$ cat src/rtl/button_reset_sequencer.sv
`default_nettype none
// ============================================================================
// Module   : button_reset_sequencer
// Brief    : Debounces a push-button, classifies short/long presses and runs a
//            quiesce -> reset-hold -> cooldown system reset sequence.
// Revision : 1.0 - initial release
// ============================================================================
module button_reset_sequencer #(
    parameter int DEBOUNCE_CYCLES = 4,
    parameter int SHORT_CYCLES    = 10,
    parameter int LONG_CYCLES     = 50,
    parameter int QUIESCE_TIMEOUT = 20,
    parameter int RST_HOLD_CYCLES = 8,
    parameter int COOLDOWN_CYCLES = 16
) (
    input  logic i_clk,
    input  logic i_rst_n,
    input  logic i_btn,
    input  logic i_quiesce_ack,
    output logic o_quiesce_req,
    output logic o_sys_rst,
    output logic o_boot_mode,
    output logic o_timeout,
    output logic o_busy
);

    localparam int c_DB_W  = $clog2(DEBOUNCE_CYCLES + 1);
    localparam int c_PR_W  = $clog2(LONG_CYCLES + 1);
    localparam int c_TMR_MAX_I =
        (QUIESCE_TIMEOUT > RST_HOLD_CYCLES) ?
            ((QUIESCE_TIMEOUT > COOLDOWN_CYCLES) ? QUIESCE_TIMEOUT : COOLDOWN_CYCLES) :
            ((RST_HOLD_CYCLES > COOLDOWN_CYCLES) ? RST_HOLD_CYCLES : COOLDOWN_CYCLES);
    localparam int c_TMR_W = $clog2(c_TMR_MAX_I + 1);

    localparam logic [c_DB_W-1:0]  c_DB_LAST   = c_DB_W'(DEBOUNCE_CYCLES - 1);
    localparam logic [c_PR_W-1:0]  c_SHORT     = c_PR_W'(SHORT_CYCLES);
    localparam logic [c_PR_W-1:0]  c_LONG      = c_PR_W'(LONG_CYCLES);
    localparam logic [c_TMR_W-1:0] c_REQ_LAST  = c_TMR_W'(QUIESCE_TIMEOUT - 1);
    localparam logic [c_TMR_W-1:0] c_HOLD_LAST = c_TMR_W'(RST_HOLD_CYCLES - 1);
    localparam logic [c_TMR_W-1:0] c_COOL_LAST = c_TMR_W'(COOLDOWN_CYCLES - 1);
    localparam logic [c_TMR_W-1:0] c_TMR_MAX   = c_TMR_W'(c_TMR_MAX_I);

    typedef enum logic [1:0] {
        S_IDLE     = 2'd0,
        S_REQ      = 2'd1,
        S_HOLD     = 2'd2,
        S_COOLDOWN = 2'd3
    } state_t;

    state_t              r_state;
    state_t              w_state_nxt;
    logic                r_sync1;
    logic                r_btn_s;
    logic                r_btn_d;
    logic                r_btn_d_q;
    logic [c_DB_W-1:0]   r_db_cnt;
    logic [c_PR_W-1:0]   r_press;
    logic [c_TMR_W-1:0]  r_timer;
    logic                r_quiesce_req;
    logic                r_sys_rst;
    logic                r_boot_mode;
    logic                r_timeout;
    logic                r_busy;
    logic                w_fall;
    logic                w_boot_nxt;
    logic                w_timeout_nxt;

    assign w_fall = r_btn_d_q & ~r_btn_d;

    // Synchronizer, debouncer and press-duration counter.
    always_ff @(posedge i_clk or negedge i_rst_n) begin
        if (!i_rst_n) begin
            r_sync1   <= 1'b0;
            r_btn_s   <= 1'b0;
            r_btn_d   <= 1'b0;
            r_btn_d_q <= 1'b0;
            r_db_cnt  <= '0;
            r_press   <= '0;
        end else begin
            r_sync1   <= i_btn;
            r_btn_s   <= r_sync1;
            r_btn_d_q <= r_btn_d;
            if (r_btn_s != r_btn_d) begin
                if (r_db_cnt == c_DB_LAST) begin
                    r_btn_d  <= r_btn_s;
                    r_db_cnt <= '0;
                end else begin
                    r_db_cnt <= r_db_cnt + 1'b1;
                end
            end else begin
                r_db_cnt <= '0;
            end
            // Presses only count toward an event while idle.
            if ((r_state != S_IDLE) || !r_btn_d) begin
                r_press <= '0;
            end else if (r_press != c_LONG) begin
                r_press <= r_press + 1'b1;
            end
        end
    end

    always_comb begin
        w_state_nxt   = r_state;
        w_boot_nxt    = r_boot_mode;
        w_timeout_nxt = 1'b0;
        case (r_state)
            S_IDLE: begin
                if (w_fall && (r_press >= c_LONG)) begin
                    w_boot_nxt  = 1'b1;
                    w_state_nxt = S_REQ;
                end else if (w_fall && (r_press >= c_SHORT)) begin
                    w_boot_nxt  = 1'b0;
                    w_state_nxt = S_REQ;
                end
            end
            S_REQ: begin
                // An ack on the final cycle takes priority over the timeout.
                if (i_quiesce_ack) begin
                    w_state_nxt = S_HOLD;
                end else if (r_timer == c_REQ_LAST) begin
                    w_state_nxt   = S_HOLD;
                    w_timeout_nxt = 1'b1;
                end
            end
            S_HOLD: begin
                if (r_timer == c_HOLD_LAST) begin
                    w_state_nxt = S_COOLDOWN;
                end
            end
            S_COOLDOWN: begin
                if ((r_timer >= c_COOL_LAST) && !r_btn_d) begin
                    w_state_nxt = S_IDLE;
                end
            end
            default: w_state_nxt = S_IDLE;
        endcase
    end

    // One timer serves every state; it restarts on each state change.
    always_ff @(posedge i_clk or negedge i_rst_n) begin
        if (!i_rst_n) begin
            r_state       <= S_IDLE;
            r_timer       <= '0;
            r_quiesce_req <= 1'b0;
            r_sys_rst     <= 1'b0;
            r_boot_mode   <= 1'b0;
            r_timeout     <= 1'b0;
            r_busy        <= 1'b0;
        end else begin
            r_state <= w_state_nxt;
            if (w_state_nxt != r_state) begin
                r_timer <= '0;
            end else if (r_timer != c_TMR_MAX) begin
                r_timer <= r_timer + 1'b1;
            end
            r_quiesce_req <= (w_state_nxt == S_REQ);
            r_sys_rst     <= (w_state_nxt == S_HOLD);
            r_busy        <= (w_state_nxt != S_IDLE);
            r_boot_mode   <= w_boot_nxt;
            r_timeout     <= w_timeout_nxt;
        end
    end

    assign o_quiesce_req = r_quiesce_req;
    assign o_sys_rst     = r_sys_rst;
    assign o_boot_mode   = r_boot_mode;
    assign o_timeout     = r_timeout;
    assign o_busy        = r_busy;

endmodule
`default_nettype wire

$ cat config.mk
export PLATFORM = sky130hd
export DESIGN_NAME = button_reset_sequencer
export DESIGN_NICKNAME = d
export VERILOG_FILES = /design/src/rtl/button_reset_sequencer.sv
export SDC_FILE = /design/constraint.sdc
export NUM_CORES = 1
export LEC_CHECK = 0
export CORE_UTILIZATION = 56
export CTS_CLUSTER_SIZE = 12
export DETAILED_ROUTE_END_ITERATION = 8
export HOLD_SLACK_MARGIN = 0.06
export PLACE_DENSITY = 0.76
export SLEW_MARGIN = 0
export SYNTH_ARGS = -nofsm -noshare
export SYNTH_HDL_FRONTEND = slang
export SYNTH_SLANG_ARGS = --single-unit
$ cat constraint.sdc
create_clock -name i_clk -period 2.3 [get_ports i_clk]
set_clock_uncertainty 0.15 [all_clocks]
set_input_delay 0.23 -clock i_clk [delete_from_list [all_inputs] [get_ports i_clk]]
set_output_delay 0.23 -clock i_clk [all_outputs]
set_load 0.05 [all_outputs]
==> Yosys cells after proc, flatten, opt, wreduce, memory -nomap -nowiden <==
Cells that the tools add are included.
{ "classes": {"bitwise": 2, "mux": 18, "magnitude_cmp": 3, "reduce_logical": 13, "n_eq_ne": 12, "n_addsub": 3} }
{ "op_table": {"columns": ["operator", "n"], "rows": [
  ["2-bit two-way mux", 6],
  ["6-bit two-way mux", 2],
  ["5-bit two-way mux", 2],
  ["2-bit nonzero test", 5],
  ["2-bit case mux with 4 select lines", 1],
  ["6-bit by 1-bit adder with 6-bit output (second input constant)", 1],
  ["2-bit == test (second input constant)", 3],
  ["6-bit by 4-bit >= comparator with 1-bit output (second input constant)", 1],
  ["6-bit >= comparator (second input constant)", 1],
  ["3-bit two-way mux", 2],
  ["6-bit != test (second input constant)", 1],
  ["5-bit by 1-bit adder with 5-bit output (second input constant)", 1],
  ["5-bit by 3-bit == test with 1-bit output (second input constant)", 1],
  ["5-bit == test (second input constant)", 1],
  ["5-bit by 4-bit >= comparator with 1-bit output (second input constant)", 1],
  ["1-bit two-way mux", 5],
  ["5-bit != test (second input constant)", 1],
  ["2-bit by 1-bit == test with 1-bit output (second input constant)", 2],
  ["2-bit AND reduction", 2],
  ["3-bit by 1-bit adder with 3-bit output (second input constant)", 1],
  ["3-bit by 2-bit == test with 1-bit output (second input constant)", 1],
  ["1-bit logical AND", 3],
  ["2-bit zero test", 1],
  ["2-bit != test", 1],
  ["other kinds (5)", 5]
]} }
{ "word_totals": {"out_inout_bits": 5, "word_cells": 64, "register_bits": 25, "inputBits": 4} }

==> Depth between registers and ports, before layout <==
{ "depth": {"depth_word": 8, "depth_mapped": 8, "mapped_depth_nobuf": 8} }

==> Worst setup path after synthesis <==
Ideal clock, no wire load.
{ "synth_path": {"path_kind": "register -> register", "from": "reg r_timer[0]", "to": "reg r_timer[4]", "path_buffers": 0, "setup_time_ns": 0.079, "required_time_ns": 2.071, "path_stages_with_launch": 8, "synth_period_minus_slack_ns": 1.892, "t_arrival_ns": 1.663, "path_slack_ns": 0.408, "path_cell_list": "dfrtp_1 > ha_1 > and3_1 > ha_1 > nor2_1 > o221ai_1 > a211oi_2 > a21boi_1"} }
{ "synth_between": {"elab_chain_cells": 6, "word_cells_on_any_way": 15, "cone_classes": "1 x add/sub; 1 x order compare; 4 x eq/ne; 7 x mux; 2 x reduce/logical"} }
{ "synth_rtl": {"columns": ["element", "line", "rtl"], "rows": [
  ["from (decl)", "58", "logic [c_TMR_W-1:0] r_timer;"],
  ["from (signal assigned)", "154", "r_timer <= r_timer + 1'b1;"],
  ["5-bit by 4-bit >= comparator with 1-bit output or 5-bit == test (tied branches)", "131, 120", null],
  ["1-bit logical AND or 2-bit two-way mux (tied branches)", "131, 120", null],
  ["2-bit two-way mux, on equally long branches", "131, 118", null],
  ["2-bit case mux with 4 select lines", "106", "case (r_state)"],
  ["2-bit != test", "151", "if (w_state_nxt != r_state) begin"],
  ["5-bit two-way mux or 2-bit nonzero test (tied branches)", null, null]
]} }
Several ways; a longest one is shown, not always the timed one. The select of a mux whose other input is x is not followed.
A chain may end at the register's enable or synchronous reset.

==> Final worst setup path <==
{ "layout_path": {"from": "reg r_timer[0]", "to": "reg r_timer[2]"} }
The elaborated chain is that of the path after synthesis.

==> summary.md <==
| Metric | Value |
|---|---|
| ANT cells | 0 |
| Largest net degree at the start of global routing | 26 |
| Hold slack | 109 ps |
| First-pass GRT wire length | 3080 um |
| Fin. Hold Viols | 0 |
| Synth warn | 0 |
| TritonCTS Buffers | 3 |
| Seq/Total Area, Yosys | 0.523 |
| Routed WL per cell | 12.7 um |
| Clk_lat worst skew | 310 ps |
| Post-route antenna net violation count | 0 |
| Slew headroom | 0.673 |
| Number of max-cap violations | 0 |
| Fillers | 151 |
| Drc violations | 0 |
| DRT Wirelength | 1860 um |
| Mean number of vias per cell | 5.50 |
| Layout Nets | 131 |
| Final Max Tran Viols | 0 |
| Core area | 1980 um2 |
| Critical Path Start Type | flop |
| Final Cell Area | 1340 um2 |
| Worst EP required | 2390 ps |
| Die width | 48.2 um |
| Setup violations, final | 0 |
| Maximum fanout along the worst path | 5 |
| Post-synth cell types | 35 |
| Post-DP HPWL | 1350 um |
| Crit end category | flop |
| GRT Resource Usage Total | 0.190 |
| Port bufs | 8 |
| Std-Cell Rows | 16 |
| # resized after CTS | 0 |
| Slew @ Worst Pin | 488 ps |
| Post-Syn Nets | 118 |
| Setup TNS | 0 ps |
| Status | finished clean |
| Vias post-DR | 808 |
| RSZ-0062 raised after global routing | false |
| CTS root buf | clkbuf_4 |
| Worst setup path class | flop to flop |
| Pleak | 0.609 nW |
| Placed Instance Area | 1310 um2 |
| FF+latch count, synth | 25 |
| TritonCTS clock tree | done |
| Syn avg cell area | 11.1 um2 |
| Period utilization | 0.927 |
| GPL Wtd Cong | 0.813 |
| Clock Path Buffers | 2 |
| Critical path arrival | 2220 ps |
| Antenna violations before repair | 0 |
| Core Util, Final | 0.676 |
| Synth Instances | 108 |
| Worst min path class | input port to async pin |
| DIE HEIGHT | 48.2 um |
| PwrDens | 903 nW/um2 |
| IO Count | 9 |
| Register clock-pin slew on the reported worst setup and hold paths | 130 ps |
| Remaining Overflow, GRT | 0 |
| Fmax | 0.469 GHz |
| CP startpoint | r_timer[0] |
| Reg2reg start | r_timer[0] |
| Worst IR drop on VDD | 582 uV |
| Iter 0 DRT Violations | 6 |
| # Post-CTS Setup Buffers | 0 |
| Share of cells above drive strength 1 | 0.0833 |
| Layout overhead on the synthesized area | 11.9% |
| First-pass DRT Iterations | 4 |
| TritonCTS sink count | 25 |
| Mapped Area | 1200 um2 |
| Die area | 2320 um2 |
| H-Tree Depth | 1 |
| Initial Util | 0.604 |
| Final Critical Period | 2130 ps |
| Hold buffers post-CTS | 0 |
| Number of global-route vias before repair | 713 |
placed cells by master (no fill, tap or decap), types with 2 or more instances in the layout:
cell | netlist | layout
dfrtp_1 | 25 | 25
nor2_1 | 13 | 13
clkdlybuf4s50_1 | 0 | 8
xnor2_1 | 7 | 7
inv_1 | 6 | 6
ha_1 | 6 | 6
nand3_1 | 4 | 4
nand2_1 | 4 | 4
and3_1 | 3 | 3
a211oi_1 | 3 | 3
nor3_1 | 3 | 3
nor3b_1 | 3 | 3
clkbuf_4 | 0 | 3
nand2b_1 | 2 | 2
inv_2 | 2 | 2
o21ai_1 | 2 | 2
nand4b_1 | 2 | 2
nor2b_1 | 2 | 2
xor2_1 | 2 | 2
a21boi_1 | 2 | 2
logic make-up after synthesis:
family | Yosys count | share of synthesized area
adder cells (fa/ha/maj) | 6 | 0.0628
multiplexers | 1 | 0.00941
XOR/XNOR | 9 | 0.0659
buffers and inverters | 9 | 0.0293
AO/OA/AOI/OAI | 15 | 0.116
AND/OR/NAND/NOR | 43 | 0.194
flip-flops | 25 | 0.523
cell type report:
| type | count | area (um2) | share of cell area |
|---|---|---|---|
| Sequential cell | 25 | 626 | 0.467 |
| Multi-Input combinational cell | 74 | 536 | 0.400 |
| Timing Repair Buffer | 9 | 87.6 | 0.0654 |
| Tap cell | 27 | 33.8 | 0.0252 |
| Inverter | 8 | 30.0 | 0.0224 |
| Clock buffer | 4 | 26.3 | 0.0196 |
where the power goes:
part / total (mW) / internal [mW] / switching (mW)
clock network: 0.189 / 0.0676 / 0.121
registers: 0.651 / 0.537 / 0.114
logic: 0.369 / 0.187 / 0.182
layer usage:
layer | part of all wire | GRT usage | vias to the layer above
met2 | 0.50 | 0.315 | 10
li1 | - | - | 397
met4 | 0.0048 | 0.0500 | 0
met1 | 0.47 | 0.258 | 399
met5 | 0 | 0 | -
met3 | 0.024 | 0.0333 | 2
path summary, 6_finish.rpt:
kind                       depth (start not counted)         end  slack (ps)
setup / recovery                                   7  r_timer[2]         170
hold / removal                                     2  r_state[1]         110
setup reg to reg                                   7  r_timer[2]         170
hold reg to reg                                    0     r_btn_s         220
max in group asynchronous                          2  r_timer[1]        1640
min in group i_clk                                 1     r_sync1         210
sequential cells by signal, indices dropped and copies added (netlist names), 2 cells and up:
signal	count
r_timer	5
r_press	6
r_db_cnt	3
r_state	2
synth_stat cells:
cell type / number / area (um2)
a211oi_2: 1 / 12.5
a21boi_1: 2 / 15.0
o311ai_4: 1 / 26.3
buf_2: 1 / 5.00
nand4_1: 1 / 6.26
inv_2: 2 / 7.51
o21ai_1: 2 / 10.0
nand3_1: 4 / 20.0
nor3_1: 3 / 15.0
a21oi_1: 1 / 5.00
inv_1: 6 / 22.5
and3_1: 3 / 18.8
a211oi_1: 3 / 22.5
nor3b_1: 3 / 22.5
dfrtp_1: 25 / 626
nor4bb_1: 1 / 10.0
o31a_1: 1 / 8.76
nor2_1: 13 / 48.8
xnor2_1: 7 / 61.3
o2bb2ai_2: 1 / 15.0
and2_1: 1 / 6.26
nor2_2: 1 / 6.26
nor2b_1: 2 / 12.5
nand2_1: 4 / 15.0
or2b_1: 1 / 7.51
mux2_1: 1 / 11.3
o221ai_1: 1 / 8.76
nand4b_1: 2 / 17.5
o21a_1: 1 / 7.51
nand2b_1: 2 / 12.5
or2_1: 1 / 6.26
nor4_1: 1 / 6.26
o21bai_1: 1 / 7.51
xor2_1: 2 / 17.5
ha_1: 6 / 75.1
metrics by stage:
| step | worst slack (ps) | total power, mW | std cells |
|---|---|---|---|
| 5_1_grt | 66.8 | 1.31 | 147 |
| 4_1_cts | 171 | 1.22 | 147 |
| 2_1_floorplan | 408 | 0.940 | 108 |
| 3_5_place_dp | 195 | 1.03 | 143 |
| 6_report | 169 | 1.21 | 147 |
| 3_3_place_gp | 294 | 1.02 | 143 |
worst max-delay path: stages, from the launching register on:
cell and delay [ps]:
dfrtp_1 420, ha_1 250, and3_1 190, ha_1 170
nor2_1 140, o221ai_1 190, a211oi_2 350, a21boi_1 200
Note: power is estimated with default switching activity, not from simulation.
